--- src/rtl/div_seq.sv ---
// ============================================================================
// Module  : div_seq
// Brief   : Radix-2 restoring divide/remainder unit for DIV, DIVU, REM, REMU.
// Revision: 1.0 - initial release
// ============================================================================
`default_nettype none

module div_seq #(
  parameter int WIDTH = 32
) (
  input  logic             clk,
  input  logic             rst_n,
  input  logic             start,
  input  logic [3:0]       op,
  input  logic [WIDTH-1:0] in1,
  input  logic [WIDTH-1:0] in2,
  input  logic             flush,
  output logic             busy,
  output logic             done,
  output logic [WIDTH-1:0] result
);

  localparam int CW = $clog2(WIDTH);

  localparam logic [1:0] S_IDLE = 2'd0;
  localparam logic [1:0] S_CALC = 2'd1;
  localparam logic [1:0] S_DONE = 2'd2;

  localparam logic [WIDTH-1:0] c_min  = {1'b1, {(WIDTH-1){1'b0}}};
  localparam logic [CW-1:0]    c_last = CW'(WIDTH-1);

  logic [1:0]       r_state, w_state_nx;
  logic [CW-1:0]    r_cnt;
  logic [WIDTH-1:0] r_rem, r_quo, r_div, r_result;
  logic             r_qneg, r_rneg, r_is_rem;

  logic             w_signed, w_is_rem, w_accept, w_div0, w_ovf, w_special, w_ge;
  logic [WIDTH-1:0] w_in1_abs, w_in2_abs, w_rem_nx, w_quo_nx, w_final;
  logic [WIDTH:0]   w_rem_sh, w_rem_sub;

  assign w_signed  = ~op[0];
  assign w_is_rem  = op[1];
  assign w_accept  = start && (op[3:2] == 2'b11) && !flush &&
                     ((r_state == S_IDLE) || (r_state == S_DONE));
  assign w_div0    = (in2 == '0);
  assign w_ovf     = w_signed && (in1 == c_min) && (in2 == '1);
  assign w_special = w_div0 || w_ovf;
  assign w_in1_abs = (w_signed && in1[WIDTH-1]) ? -in1 : in1;
  assign w_in2_abs = (w_signed && in2[WIDTH-1]) ? -in2 : in2;

  // Shifted partial remainder needs one extra bit so the compare cannot overflow
  assign w_rem_sh  = {r_rem, r_quo[WIDTH-1]};
  assign w_rem_sub = w_rem_sh - {1'b0, r_div};
  assign w_ge      = (w_rem_sh >= {1'b0, r_div});
  assign w_rem_nx  = w_ge ? w_rem_sub[WIDTH-1:0] : w_rem_sh[WIDTH-1:0];
  assign w_quo_nx  = {r_quo[WIDTH-2:0], w_ge};
  assign w_final   = r_is_rem ? (r_rneg ? -w_rem_nx : w_rem_nx)
                              : (r_qneg ? -w_quo_nx : w_quo_nx);

  always_ff @(posedge clk) begin
    if (!rst_n) r_state <= S_IDLE;
    else        r_state <= w_state_nx;
  end

  always_comb begin
    w_state_nx = r_state;
    if (flush) begin
      w_state_nx = S_IDLE;
    end else begin
      case (r_state)
        S_IDLE, S_DONE: begin
          if (w_accept) w_state_nx = w_special ? S_DONE : S_CALC;
          else          w_state_nx = S_IDLE;
        end
        S_CALC:  w_state_nx = (r_cnt == c_last) ? S_DONE : S_CALC;
        default: w_state_nx = S_IDLE;
      endcase
    end
  end

  always_comb begin
    busy = (r_state == S_CALC) || (r_state == S_DONE);
    done = (r_state == S_DONE);
  end

  always_ff @(posedge clk) begin
    if (!rst_n) begin
      r_cnt    <= '0;
      r_rem    <= '0;
      r_quo    <= '0;
      r_div    <= '0;
      r_qneg   <= 1'b0;
      r_rneg   <= 1'b0;
      r_is_rem <= 1'b0;
      r_result <= '0;
    end else if (flush) begin
      r_cnt <= '0;
    end else if (w_accept) begin
      r_cnt    <= '0;
      r_rem    <= '0;
      r_quo    <= w_in1_abs;
      r_div    <= w_in2_abs;
      r_qneg   <= w_signed && (in1[WIDTH-1] ^ in2[WIDTH-1]);
      r_rneg   <= w_signed && in1[WIDTH-1];
      r_is_rem <= w_is_rem;
      if (w_div0)     r_result <= w_is_rem ? in1 : '1;
      else if (w_ovf) r_result <= w_is_rem ? '0 : in1;
    end else if (r_state == S_CALC) begin
      r_rem <= w_rem_nx;
      r_quo <= w_quo_nx;
      r_cnt <= r_cnt + 1'b1;
      if (r_cnt == c_last) r_result <= w_final;
    end
  end

  assign result = r_result;

endmodule

`default_nettype wire
--- config.mk ---
export PLATFORM = sky130hd
export DESIGN_NAME = div_seq
export DESIGN_NICKNAME = d
export VERILOG_FILES = /design/src/rtl/div_seq.sv
export SDC_FILE = /design/constraint.sdc
export NUM_CORES = 1
export LEC_CHECK = 0
export ABC_AREA = 1
export ABC_CLOCK_PERIOD_IN_PS = 6500
export CAP_MARGIN = 5
export CORE_ASPECT_RATIO = 0.9
export CORE_MARGIN = 3
export CORE_UTILIZATION = 42
export DETAILED_ROUTE_END_ITERATION = 10
export GPL_TIMING_DRIVEN = 0
export SLEW_MARGIN = 20
export SYNTH_ARGS = -nofsm -noshare
export SYNTH_HDL_FRONTEND = slang
export SYNTH_SLANG_ARGS = --single-unit
--- constraint.sdc ---
create_clock -name clk -period 6.5 [get_ports clk]
set_clock_uncertainty 0.15 [all_clocks]
set_input_delay 0.975 -clock clk [delete_from_list [all_inputs] [get_ports clk]]
set_output_delay 0.975 -clock clk [all_outputs]
set_load 0.01 [all_outputs]
== Yosys cells after proc, flatten, opt, wreduce, memory -nomap -nowiden ==
Index checks and enable logic that the tools add are counted.

* Output and inout port bits: 34
* Register bits after elaboration: 138
* Input bits: 72

* Reduce and logical (&&, ||, !) cells: 22
* Mux-type cells: 21
* Bitwise operators: 4
* Equality and inequality tests: 7
* Magnitude comparators: 1
* $add $sub $neg: 6

{| class="wikitable"
|+ Operators by type and width
! kind !! number
|-
| two-way mux 32 bit || 17
|-
| negation 32 bit || 4
|-
| == test 32 bit, second input constant || 2
|-
| greater-or-equal comparator 33 x 32 -> 1 bit || 1
|-
| logical NOT 32 bit || 1
|-
| subtractor 32 bit || 1
|-
| logical AND 1 bit || 8
|-
| two-way mux 2 bit || 3
|-
| adder 5 x 1 -> 5 bit, second input constant || 1
|-
| == test 5 bit, second input constant || 1
|-
| == test 2 bit, second input constant || 2
|-
| case mux 2 bit (2 select lines) || 1
|-
| AND reduction 2 bit || 2
|-
| AND reduction 4 bit || 1
|-
| nonzero test 2 bit || 2
|-
| OR reduction 2 bit || 2
|-
| logical OR 1 bit || 3
|-
| inequality test 3 x 1 -> 1 bit, second input constant || 1
|-
| NOT 1 bit || 3
|-
| OR reduction 3 bit || 1
|-
| == test 2 x 1 -> 1 bit, second input constant || 1
|-
| logical NOT 2 bit || 1
|-
| logical NOT 1 bit || 1
|-
| bitwise XOR 1 bit || 1
|}

== Longest topological paths before layout ==
* Word-level depth: 8
* Depth in mapped cells: 32

== Worst setup path after synthesis ==
No wires, ideal clock.

* Path kind: register to register
* From: reg r_div[8]
* To: reg r_result[30] (netlist: result[30])
* Buffers on the path: 1
* Required time: 6.231 ns
* Path slack: 2.855 ns
* Arrival time: 3.376 ns
* Cell stages (with the launch flop): 33
* Cells stage by stage: dfxtp_1 -> inv_1 -> ha_1 -> nand2_2 -> inv_1 -> nand2_1 -> nand2_2 -> inv_2 -> nand3_4 -> nand2_2 -> nand2_2 -> nand2_4 -> nand2_8 -> inv_2 -> buf_6 -> ha_1 -> nand3_1 -> inv_1 -> nand3_1 -> inv_1 -> nand3_1 -> nor3_2 -> nand3_1 -> nor3_2 -> nand2_1 -> nand2_1 -> o21ai_1 -> a21oi_1 -> a21oi_1 -> o21ai_0 -> nand2_1 -> nand2_1 -> a21oi_1

* Cells in the longest elaborated chain, start to end: 8

{| class="wikitable"
|+ RTL lines
! what !! line !! source
|-
| start, declared || 34 || <nowiki>logic [WIDTH-1:0] r_rem, r_quo, r_div, r_result;</nowiki>
|-
| start signal, assigned || 102 || <nowiki>r_div <= w_in2_abs;</nowiki>
|-
| subtractor 32 bit / greater-or-equal comparator 33 x 32 -> 1 bit (equally long branches) || 53, 54 ||
|-
| two-way mux 32 bit || 55 || <nowiki>assign w_rem_nx = w_ge ? w_rem_sub[WIDTH-1:0] : w_rem_sh[WIDTH-1:0];</nowiki>
|-
| negation 32 bit || 57 || <nowiki>assign w_final = r_is_rem ? (r_rneg ? -w_rem_nx : w_rem_nx)</nowiki>
|-
| two-way mux 32 bit || 57 ||
|-
| two-way mux 32 bit (*) || 57 ||
|-
| two-way mux 32 bit (*) || 112 || <nowiki>if (r_cnt == c_last) r_result <= w_final;</nowiki>
|-
| two-way mux 32 bit (*) || 108 || <nowiki>end else if (r_state == S_CALC) begin</nowiki>
|-
| two-way mux 32 bit (*) || 98 || <nowiki>end else if (w_accept) begin</nowiki>
|-
| end signal, assigned || 106 || <nowiki>if (w_div0) r_result <= w_is_rem ? in1 : '1;</nowiki>
|-
| end signal, assigned || 107 || <nowiki>else if (w_ovf) r_result <= w_is_rem ? '0 : in1;</nowiki>
|-
| end signal, assigned || 112 ||
|-
| end, declared || 34 ||
|}

Mark *: on every way between the ends. The rest lies on a longest branch, timed or not. The select of a mux whose other input is x is not followed.
A chain may end at the register's enable or synchronous reset.

== Worst setup path in the final report ==
* From: reg r_div[22]
* To: reg r_result[30] (netlist: result[30])

The elaborated chain is that of the path after synthesis.

==> results.cfg <==
[run_status]
status = finished clean

[yosys]
ys_seq_area_share_pct = 22.0
synth_cell_types = 54
synth_area_leader_cell = dfxtp_1
synth_area_leaders = dfxtp_1 (22%), nand2_1 (18%), a21oi_1 (8.3%), inv_1 (7.6%), nor2_1 (6.2%)
netlist_instances = 2149
synth_area_mm2 = 0.0125
synth_top_flop_cell = dfxtp_1
synth.ff_latch_count = 138
async_flop_share_pct = 0
yosysWarnings = 0
avgSynthCellArea_um2 = 5.84
synth_top_area_share_pct = 22.0
synth_edf_count = 0
syn_nets = 2265

[critical_path]
cp.arrival_ns = 4.92
r2r-start = r_div[22]$_SDFFE_PN0P_
crit_type = flop to flop
endpoint_kind = flop
critical_path_peak_fanout = 10
start_kind = flop
cp_data_required_time_ns = 6.68
r2r_setup_slack_ns = 1.76
slowest_stage = ha_1
reg2reg_depth = 28
slowest_delay_ns = 0.38
r2r_end = result[30]$_SDFFE_PN0P_

[drt]
routed_wl_mm = 50.4
final_antenna_net_count = 0
wl_per_cell_um = 18.8
viasPerCell = 5.51
num_vias = 14800
drt_pass1_iterations = 5
drtIter0Drc = 1638
drc_errors = 0

[global_route]
grt_pass1_vias = 13100
antenna_found_initial = 3
grt-ovfl-total = 0
grt_pass1_wl_mm = 75.8
grt_use_total_pct = 30.8
grt_max_degree = 17

[sta]
max-slew-margin-rel_pct = 35.6
slew_viol_final = 0
setup_viol = 0
timing.fmax_mhz = 211
min_period_ns = 4.74
finalSetupTns_ns = 0
timing.final.ws_setup_ns = 1.76
rsz0062_at_grt = no
hold_violations = 0
finalCritPeriodShare_pct = 72.9
whs_ns = 0.334
tightestPinTransition_ns = 0.966

[clocking]
ctsHoldBuffers = 0
clkTransAtPathRegs_ns = 0.07
postCtsSetupRepairBufs = 0
cts_tree = yes
post_cts_resize_count = 0
cts_root_buffer = clkbuf_16
clock_sinks = 138
htree_num_levels = 4
clk_latency_ns = 0.44
clock_path_buffers = 2
cts_made_buffers = 17

[die]
die-area_mm2 = 0.0320
coreArea_mm2 = 0.0292
io_pins = 106
die_y_um = 170
start_util_pct = 43.0
die_w_um = 188
num_rows = 59

[placed_design]
gp_congestion = 0.968
place_worst_setup_slack_ns = 1.55
dp_hpwl_mm = 41.4
port_buffers = 103

[finish]
antenna_cells = 0
postLayoutCoreUtil_pct = 50.2
syn_to_final_growth_pct = 16.8
nFillCells = 3142
drive_gt1_share_pct = 6.57
finalNetCount = 2387

[power]
cellPowerDensity_mw_per_mm2 = 247
leakage_nw = 6.47
vdd_drop_max_v = 0.000270

[job]
drv_cap = 0

[hold_path]
hold_depth = 2
min_path_type = flop to flop
min_from = r_quo[29]$_SDFFE_PN0P_
hold_end = r_quo[29]$_SDFFE_PN0P_
[synthesized netlist by cell type (14+ instances only)]
| library cell | count |
|---|---|
| o21ai_0 | 135 |
| nand3_1 | 121 |
| nor3_1 | 40 |
| nor2_1 | 208 |
| o221ai_1 | 31 |
| inv_2 | 18 |
| nand2_1 | 597 |
| o211ai_1 | 18 |
| clkbuf_1 | 73 |
| a21oi_1 | 207 |
| nor2_2 | 14 |
| nand4_1 | 30 |
| inv_1 | 253 |
| dfxtp_1 | 138 |
| xnor2_1 | 14 |
| nand2_2 | 29 |
| xor2_1 | 32 |
| a31oi_1 | 16 |
| ha_1 | 43 |
[cell type report]
class                      count  area, um2  area share (%)
buffer                        92        408            2.78
clock buffer                  18        439            3.00
clock inverter                14        141           0.965
inverter                     272       1020            6.97
multi-input combinational   1647       8350            57.0
sequential                   138       2760            18.9
tap                          396        495            3.38
timing repair buffer         103       1030            7.04
[per-layer routing]
layer	up-vias	track usage (%)	routed length, um
met1	6715	44.6	23500
met5	-	0	44
met4	6	8.35	1180
met2	679	44.4	20300
met3	77	8.96	5410
li1	7298	-	-
[cells by family after synthesis]
logic type | Yosys count | share of synthesized area [%]
fa+ha+maj | 46 | 4.61
compound gates | 453 | 20.2
simple gates | 1102 | 38.6
buf+inv | 364 | 11.4
xor+xnor | 46 | 3.21
flops | 138 | 22.0
[worst max-delay path, delay by kind of cell, from the launching register on]
kind,cells,cell delay (ns)
simple gates,14,2.05
compound gates,7,0.94
fa+ha+maj,2,0.59
buf+inv,5,0.57
flops,1,0.33
[metrics by stage]
step	power, mW	cell area, um2	cells
finish	3.61	14700	2680
global route	3.86	14700	2680
CTS	3.60	14700	2680
detailed placement	2.62	14100	2648
global placement	2.62	14100	2648
floorplan	2.13	12500	2149
[sequential cells by signal, indices dropped and copies added, names as in the netlist]
| signal | cells |
|---|---|
| r_cnt | 5 |
| r_div | 32 |
| r_qneg | 1 |
| result | 32 |
| r_quo | 32 |
| r_state | 2 |
| r_is_rem | 1 |
| r_rem | 32 |
| r_rneg | 1 |
[cell usage in the layout, fill, tap and decap left out, types with 3 or more instances in the layout]
cell,instances
a211oi_1,3
a21oi_1,207
a31oi_1,16
and2_1,3
buf_1,3
buf_2,8
buf_6,6
clkbuf_1,73
clkbuf_16,17
clkdlybuf4s50_1,103
clkinv_4,6
clkinvlp_4,3
dfxtp_1,138
ha_1,43
inv_1,253
inv_2,18
nand2_1,597
nand2_2,29
nand2_4,6
nand3_1,121
nand3_2,10
nand3b_1,10
nand4_1,30
nor2_1,208
nor2_2,14
nor2_4,5
nor3_1,40
nor4_1,9
o211ai_1,18
o21a_1,3
o21ai_0,135
o21ai_1,13
o21ai_2,5
o21bai_1,7
o221ai_1,31
o22ai_1,6
or2_1,3
or2_2,7
xnor2_1,14
xor2_1,32
[how the worst max path moves through the flow]
stage | start | to | slack, ns | cells after the start
2_1_floorplan | r_div[8]$_SDFFE_PN0P_ | result[30]$_SDFFE_PN0P_ | 2.85 | 32
4_1_cts | r_div[22]$_SDFFE_PN0P_ | result[30]$_SDFFE_PN0P_ | 1.88 | 28
5_1_grt | r_div[22]$_SDFFE_PN0P_ | result[30]$_SDFFE_PN0P_ | 1.30 | 28
6_report | r_div[22]$_SDFFE_PN0P_ | result[30]$_SDFFE_PN0P_ | 1.76 | 28
3_3_place_gp | in2[0] | result[20]$_SDFFE_PN0P_ | 1.60 | 15
3_5_place_dp | in2[0] | result[20]$_SDFFE_PN0P_ | 1.55 | 15
[power by group]
part           internal (mW)  total [mW]  switching (mW)
logic                  0.548        1.77            1.22
clock network          0.544       0.970           0.425
registers              0.860       0.870          0.0109
total                   1.95        3.61            1.66
Power figures use the tool's default switching activity.
